$ cat config.mk
export PLATFORM = sky130hd
export DESIGN_NAME = adder_operand_injector
export DESIGN_NICKNAME = d
export VERILOG_FILES = /design/src/rtl/adder_operand_injector.sv
export SDC_FILE = /design/constraint.sdc
export NUM_CORES = 1
export LEC_CHECK = 0
export ABC_CLOCK_PERIOD_IN_PS = 3520
export CORE_UTILIZATION = 54
export CTS_CLUSTER_SIZE = 8
export DETAILED_ROUTE_END_ITERATION = 8
export DONT_BUFFER_PORTS = 1
export GPL_TIMING_DRIVEN = 1
export PLACE_DENSITY = 0.69
export SKIP_CTS_REPAIR_TIMING = 1
export SYNTH_ARGS = -nofsm -noshare
export SYNTH_HDL_FRONTEND = slang
export SYNTH_SLANG_ARGS = --single-unit
$ cat constraint.sdc
create_clock -name clk -period 3.52 [get_ports clk]
set_input_delay 0.352 -clock clk [delete_from_list [all_inputs] [get_ports clk]]
set_output_delay 0.352 -clock clk [all_outputs]
set_load 0.1 [all_outputs]
$ cat src/rtl/adder_operand_injector.sv
// Packetised high-toggle operand source feeding the adder under characterization.
// Optional sum checker is enabled by defining ADDER_INJ_CHECK_EN.
module adder_operand_injector #(
    parameter int N        = 28,
    parameter int PAYLOAD  = 20,
    parameter int GAP      = 7,
    parameter int NUM_PKTS = 10
) (
    input  logic         clk,
    input  logic         rst,
    input  logic         start,
    input  logic         out_ready,
`ifdef ADDER_INJ_CHECK_EN
    input  logic [N-1:0] sum_in,
    output logic         err,
    output logic [15:0]  err_cnt,
`endif
    output logic         out_valid,
    output logic         out_last,
    output logic [N-1:0] input1,
    output logic [N-1:0] input2,
    output logic         busy,
    output logic         done
);
    localparam int FW = 2 * N;
    localparam int PW = $clog2(FW + 1);
    localparam int CW = $clog2(PAYLOAD + 1);
    localparam int KW = $clog2(NUM_PKTS + 1);
    localparam int GW = $clog2(GAP + 2);

    localparam logic [PW-1:0] LAST_P    = PW'(FW);
    localparam logic [CW-1:0] LAST_FLIT = CW'(PAYLOAD - 1);
    localparam logic [KW-1:0] LAST_PKT  = KW'(NUM_PKTS - 1);
    localparam logic [GW-1:0] LAST_GAP  = GW'((GAP > 0) ? GAP - 1 : 0);

    typedef enum logic [1:0] {S_IDLE, S_SEND, S_GAP, S_DONE} state_t;

    state_t          r_state, w_state;
    logic [CW-1:0]   r_flit_cnt, w_flit_cnt;
    logic [KW-1:0]   r_pkt_cnt, w_pkt_cnt;
    logic [GW-1:0]   r_gap_cnt, w_gap_cnt;
    logic [PW-1:0]   r_p, w_p;
    logic [FW-1:0]   r_flit, w_flit;
    logic            r_valid, w_valid;
    logic            r_last, w_last;
    logic            r_busy, w_busy;
    logic            r_done, w_done;
    logic            w_xfer;
    logic            w_begin_pkt;
    logic            w_finish;

    // Even p: top-aligned run of p ones; odd p: bottom-aligned run of p ones.
    function automatic logic [FW-1:0] f_pattern(input logic [PW-1:0] p);
        logic [FW-1:0] m;
        m = '1;
        return p[0] ? ~(m << p) : ~(m >> p);
    endfunction

    assign w_xfer = r_valid && out_ready;

    always_comb begin
        w_state     = r_state;
        w_flit_cnt  = r_flit_cnt;
        w_pkt_cnt   = r_pkt_cnt;
        w_gap_cnt   = r_gap_cnt;
        w_p         = r_p;
        w_flit      = r_flit;
        w_valid     = r_valid;
        w_last      = r_last;
        w_busy      = r_busy;
        w_done      = r_done;
        w_begin_pkt = 1'b0;
        w_finish    = 1'b0;

        case (r_state)
            S_IDLE, S_DONE: begin
                if (start) begin
                    w_pkt_cnt   = '0;
                    w_begin_pkt = 1'b1;
                end
            end
            S_SEND: begin
                if (w_xfer) begin
                    if (r_flit_cnt == LAST_FLIT) begin
                        if (GAP > 0) begin
                            w_state   = S_GAP;
                            w_gap_cnt = '0;
                            w_valid   = 1'b0;
                            w_last    = 1'b0;
                        end else if (r_pkt_cnt != LAST_PKT) begin
                            w_pkt_cnt   = r_pkt_cnt + 1'b1;
                            w_begin_pkt = 1'b1;
                        end else begin
                            w_finish = 1'b1;
                        end
                    end else begin
                        w_flit_cnt = r_flit_cnt + 1'b1;
                        w_p        = (r_p == LAST_P) ? '0 : r_p + 1'b1;
                        w_flit     = f_pattern(w_p);
                        w_last     = (w_flit_cnt == LAST_FLIT);
                    end
                end
            end
            S_GAP: begin
                if (r_gap_cnt == LAST_GAP) begin
                    if (r_pkt_cnt == LAST_PKT) begin
                        w_finish = 1'b1;
                    end else begin
                        w_pkt_cnt   = r_pkt_cnt + 1'b1;
                        w_begin_pkt = 1'b1;
                    end
                end else begin
                    w_gap_cnt = r_gap_cnt + 1'b1;
                end
            end
            default: w_state = S_IDLE;
        endcase

        // Both the run start and every subsequent packet open with flit p=0.
        if (w_begin_pkt) begin
            w_state    = S_SEND;
            w_flit_cnt = '0;
            w_p        = '0;
            w_flit     = '0;
            w_valid    = 1'b1;
            w_last     = (PAYLOAD == 1);
            w_busy     = 1'b1;
            w_done     = 1'b0;
        end
        if (w_finish) begin
            w_state = S_DONE;
            w_valid = 1'b0;
            w_last  = 1'b0;
            w_busy  = 1'b0;
            w_done  = 1'b1;
        end
    end

    always_ff @(posedge clk) begin
        if (rst) begin
            r_state    <= S_IDLE;
            r_flit_cnt <= '0;
            r_pkt_cnt  <= '0;
            r_gap_cnt  <= '0;
            r_p        <= '0;
            r_flit     <= '0;
            r_valid    <= 1'b0;
            r_last     <= 1'b0;
            r_busy     <= 1'b0;
            r_done     <= 1'b0;
        end else begin
            r_state    <= w_state;
            r_flit_cnt <= w_flit_cnt;
            r_pkt_cnt  <= w_pkt_cnt;
            r_gap_cnt  <= w_gap_cnt;
            r_p        <= w_p;
            r_flit     <= w_flit;
            r_valid    <= w_valid;
            r_last     <= w_last;
            r_busy     <= w_busy;
            r_done     <= w_done;
        end
    end

    assign out_valid = r_valid;
    assign out_last  = r_last;
    assign input1    = r_flit[N-1:0];
    assign input2    = r_flit[FW-1:N];
    assign busy      = r_busy;
    assign done      = r_done;

`ifdef ADDER_INJ_CHECK_EN
    logic         r_err;
    logic [15:0]  r_err_cnt;
    logic [N-1:0] w_sum_exp;
    logic         w_start_acc;

    assign w_sum_exp   = r_flit[N-1:0] + r_flit[FW-1:N];
    assign w_start_acc = start && (r_state == S_IDLE || r_state == S_DONE);

    always_ff @(posedge clk) begin
        if (rst || w_start_acc) begin
            r_err     <= 1'b0;
            r_err_cnt <= '0;
        end else if (w_xfer && (sum_in != w_sum_exp)) begin
            r_err <= 1'b1;
            if (r_err_cnt != '1) begin
                r_err_cnt <= r_err_cnt + 1'b1;
            end
        end
    end

    assign err     = r_err;
    assign err_cnt = r_err_cnt;
`endif

endmodule

==> metrics.yaml <==
status: "finished, final reports clean"
antenna_found_initial: 0
design.core.area_sq_um: 7290
startpoint_type: "flip-flop"
cp-startpoint: "r_state[0]$_SDFFE_PP0P_"
synthAdderAreaFrac: 0.0334
cts_buffers: 9
die_height_microns: 89.3
ys_seq_elements: 81
fillers: 696
drv_slew: 0
grt_first_pass_wirelength_microns: 17900
hpwl_microns: 7980
path_clk_slew_ps: 80
vias: 3805
combPwrFrac: 0.058
p_switching_w: 0.000497
ys_warn_count: 0
top_level_ports: 64
synth_area_per_cell_sq_um: 7.93
p_sw_frac: 0.257
cts_tree: "done"
clkLatencyLatePin_ps: 350
synth-edff-count: 0
ant_nets: 0
hp-start: "rst"
min_path_type: "in2reg"
area_delta_synth_final_pct: 7.08
ys.flop_type: "dfxtp_1"
worst_pin_slew_ps: 1140
die-area_sq_um: 7980
cp.required_ps: 3790
drtIter0Drc: 313
use_met1: 0.383
p_clk_frac: 0.436
seqPwrFrac: 0.506
synth-xor-area-share: 0.0252
period_needed_ps: 2630
cts_root_buffer: "clkbuf_8"
remaining_drc_errors: 0
syn_inst: 519
finalCritPeriodShare: 0.748
grt_pass1_vias: 3529
synth_mux_area_frac: 0.00517
portBuffers: 0
wl_microns: 11400
dr.pass1.iters: 5
grt_usage: 0.298
overflow: 0
synth_nets: 534
arrival_ps: 2900
final_cell_mix: "81 x dfxtp_1, 62 x nand2_1, 60 x a21oi_1"
diodes: 0
worstHoldPathCells: 1
finish.utilization: 0.604
final_common_cell: "dfxtp_1"
use_met3: 0.0693
setup_viol: 0
hold_viol: 0
avgRoutedWirePerCell_microns: 18.7
ff2ff_path_depth: 8
drive_above_1_share: 0.0923
async_reset_ff_frac: 0
p_leak_nw: 1.56
tns_ps: 0
start_util: 0.565
nets: 519
synth.largest_area_cell: "dfxtp_1"
htreeDepth: 3
fp-row-count: 31
max_freq_ghz: 0.380
synth_top_area_share: 0.394
max_slew_margin: 0.240
crit_type: "reg2reg"
synth-simple-area-share: 0.206
rsz0062_at_grt: "no"
avgViaCountPerCell: 6.26
worstPathMaxFanout: 13
end_kind: "flip-flop"
synth_cell_types: 58
powerDensity_nw_per_um2: 438
cts_buffer_depth: 2
p_int_w: 0.00144
met2_usage: 0.460
grt_max_degree: 29
synth.area.top_cells: "dfxtp_1 39%, a21oi_1 7.4%, nand2_1 5.7%"
ys_seq_area_frac: 0.394
peakVddDrop_uv: 249
synth_area_sq_um: 4120
cts.sinks: 81
drv_cap: 0
synth_compound_area_frac: 0.279
final.setup_skew_ps: 12.9
place.gp.congestion: 0.948
synth_top_family_by_area: "compound AO/OA/AOI/OAI gates"
die_x_microns: 89.3
reg2reg_from: "r_state[0]$_SDFFE_PP0P_"
grt-busiest-layer: "met2"
## registers in the layout (all words and copies together) (netlist names)
name,count
r_flit,56
r_p,6
r_flit_cnt,5
r_gap_cnt,4
r_pkt_cnt,4
r_state,2
busy,1
done,1
out_last,1
out_valid,1
## cells in the mapped netlist, types with 5 or more instances
| library cell | n |
|---|---|
| a21oi_1 | 61 |
| o211ai_1 | 8 |
| o221a_2 | 5 |
| nand2_1 | 62 |
| nand3_1 | 24 |
| ha_1 | 11 |
| nor3_1 | 7 |
| nand2b_1 | 9 |
| o31ai_1 | 8 |
| dfxtp_1 | 81 |
| buf_2 | 14 |
| o22ai_1 | 6 |
| nand4_1 | 8 |
| a31oi_1 | 11 |
| inv_1 | 10 |
| clkbuf_1 | 18 |
| nor2_1 | 45 |
| o21ai_0 | 46 |
| xor2_1 | 7 |
## cell families (layout without fill, tap and decap cells)
kind of cell    Yosys count  count (layout)
buf+inv                  50              40
mux                       2               2
flops                    81              81
xor+xnor                 11              11
fa+ha+maj                11              11
simple gates            181             181
compound gates          183             183
## per-stage QoR
step | instance area, sq um | std cells | setup slack, ps | total power [W] | hold slack (ps)
finish | 4410 | 608 | 887 | 0.00193 | 66.8
global route | 4410 | 608 | 649 | 0.00199 | 52.6
CTS | 4410 | 608 | 901 | 0.00194 | 55.4
detailed placement | 4160 | 592 | 873 | 0.00111 | 427
global placement | 4160 | 592 | 962 | 0.00111 | 427
floorplan | 4120 | 519 | 1080 | 0.00108 | 480
## routing by layer
metal	vias to the layer above	wire length (microns)
met1	1778	4980
li1	1842	-
met3	35	880
met2	150	5120
met4	0	401
met5	-	0
## power groups by stage
| stage | clock network, W | registers, W | logic [W] |
|---|---|---|---|
| 2_1_floorplan | 0 | 0.00100 | 0.0000775 |
| 3_3_place_gp | 0 | 0.000999 | 0.000108 |
| 3_5_place_dp | 0 | 0.000999 | 0.000109 |
| 4_1_cts | 0.000853 | 0.000978 | 0.000110 |
| 5_1_grt | 0.000889 | 0.000979 | 0.000122 |
| 6_report | 0.000843 | 0.000978 | 0.000112 |
## worst paths after layout
| kind | to | slack (ps) |
|---|---|---|
| worst min-delay path | r_state[1]$_SDFFE_PP0P_ | 70 |
| worst max register to register | r_flit[29]$_SDFFE_PP0P_ | 890 |
| worst min register to register | r_gap_cnt[1]$_SDFFE_PP0P_ | 510 |
| worst max-delay path | r_flit[29]$_SDFFE_PP0P_ | 890 |
## critical path, cell delays in order, from the launching register on
cell	delay, ps
dfxtp_1	370
inv_1	50
ha_1	270
nand4b_1	190
o31a_1	240
nand2b_1	240
nor2_1	700
nand4_1	270
o22ai_1	220
## area by class of cell
cell class / count / area, sq um / area share
Clock buffer: 9 / 124 / 0.0281
Clock inverter: 7 / 125 / 0.0284
Inverter: 10 / 37.5 / 0.00852
Multi-Input combinational cell: 388 / 2270 / 0.515
Sequential cell: 81 / 1620 / 0.368
Tap cell: 99 / 124 / 0.0281
Timing Repair Buffer: 14 / 105 / 0.0238
(Power assumes the default switching activity.)
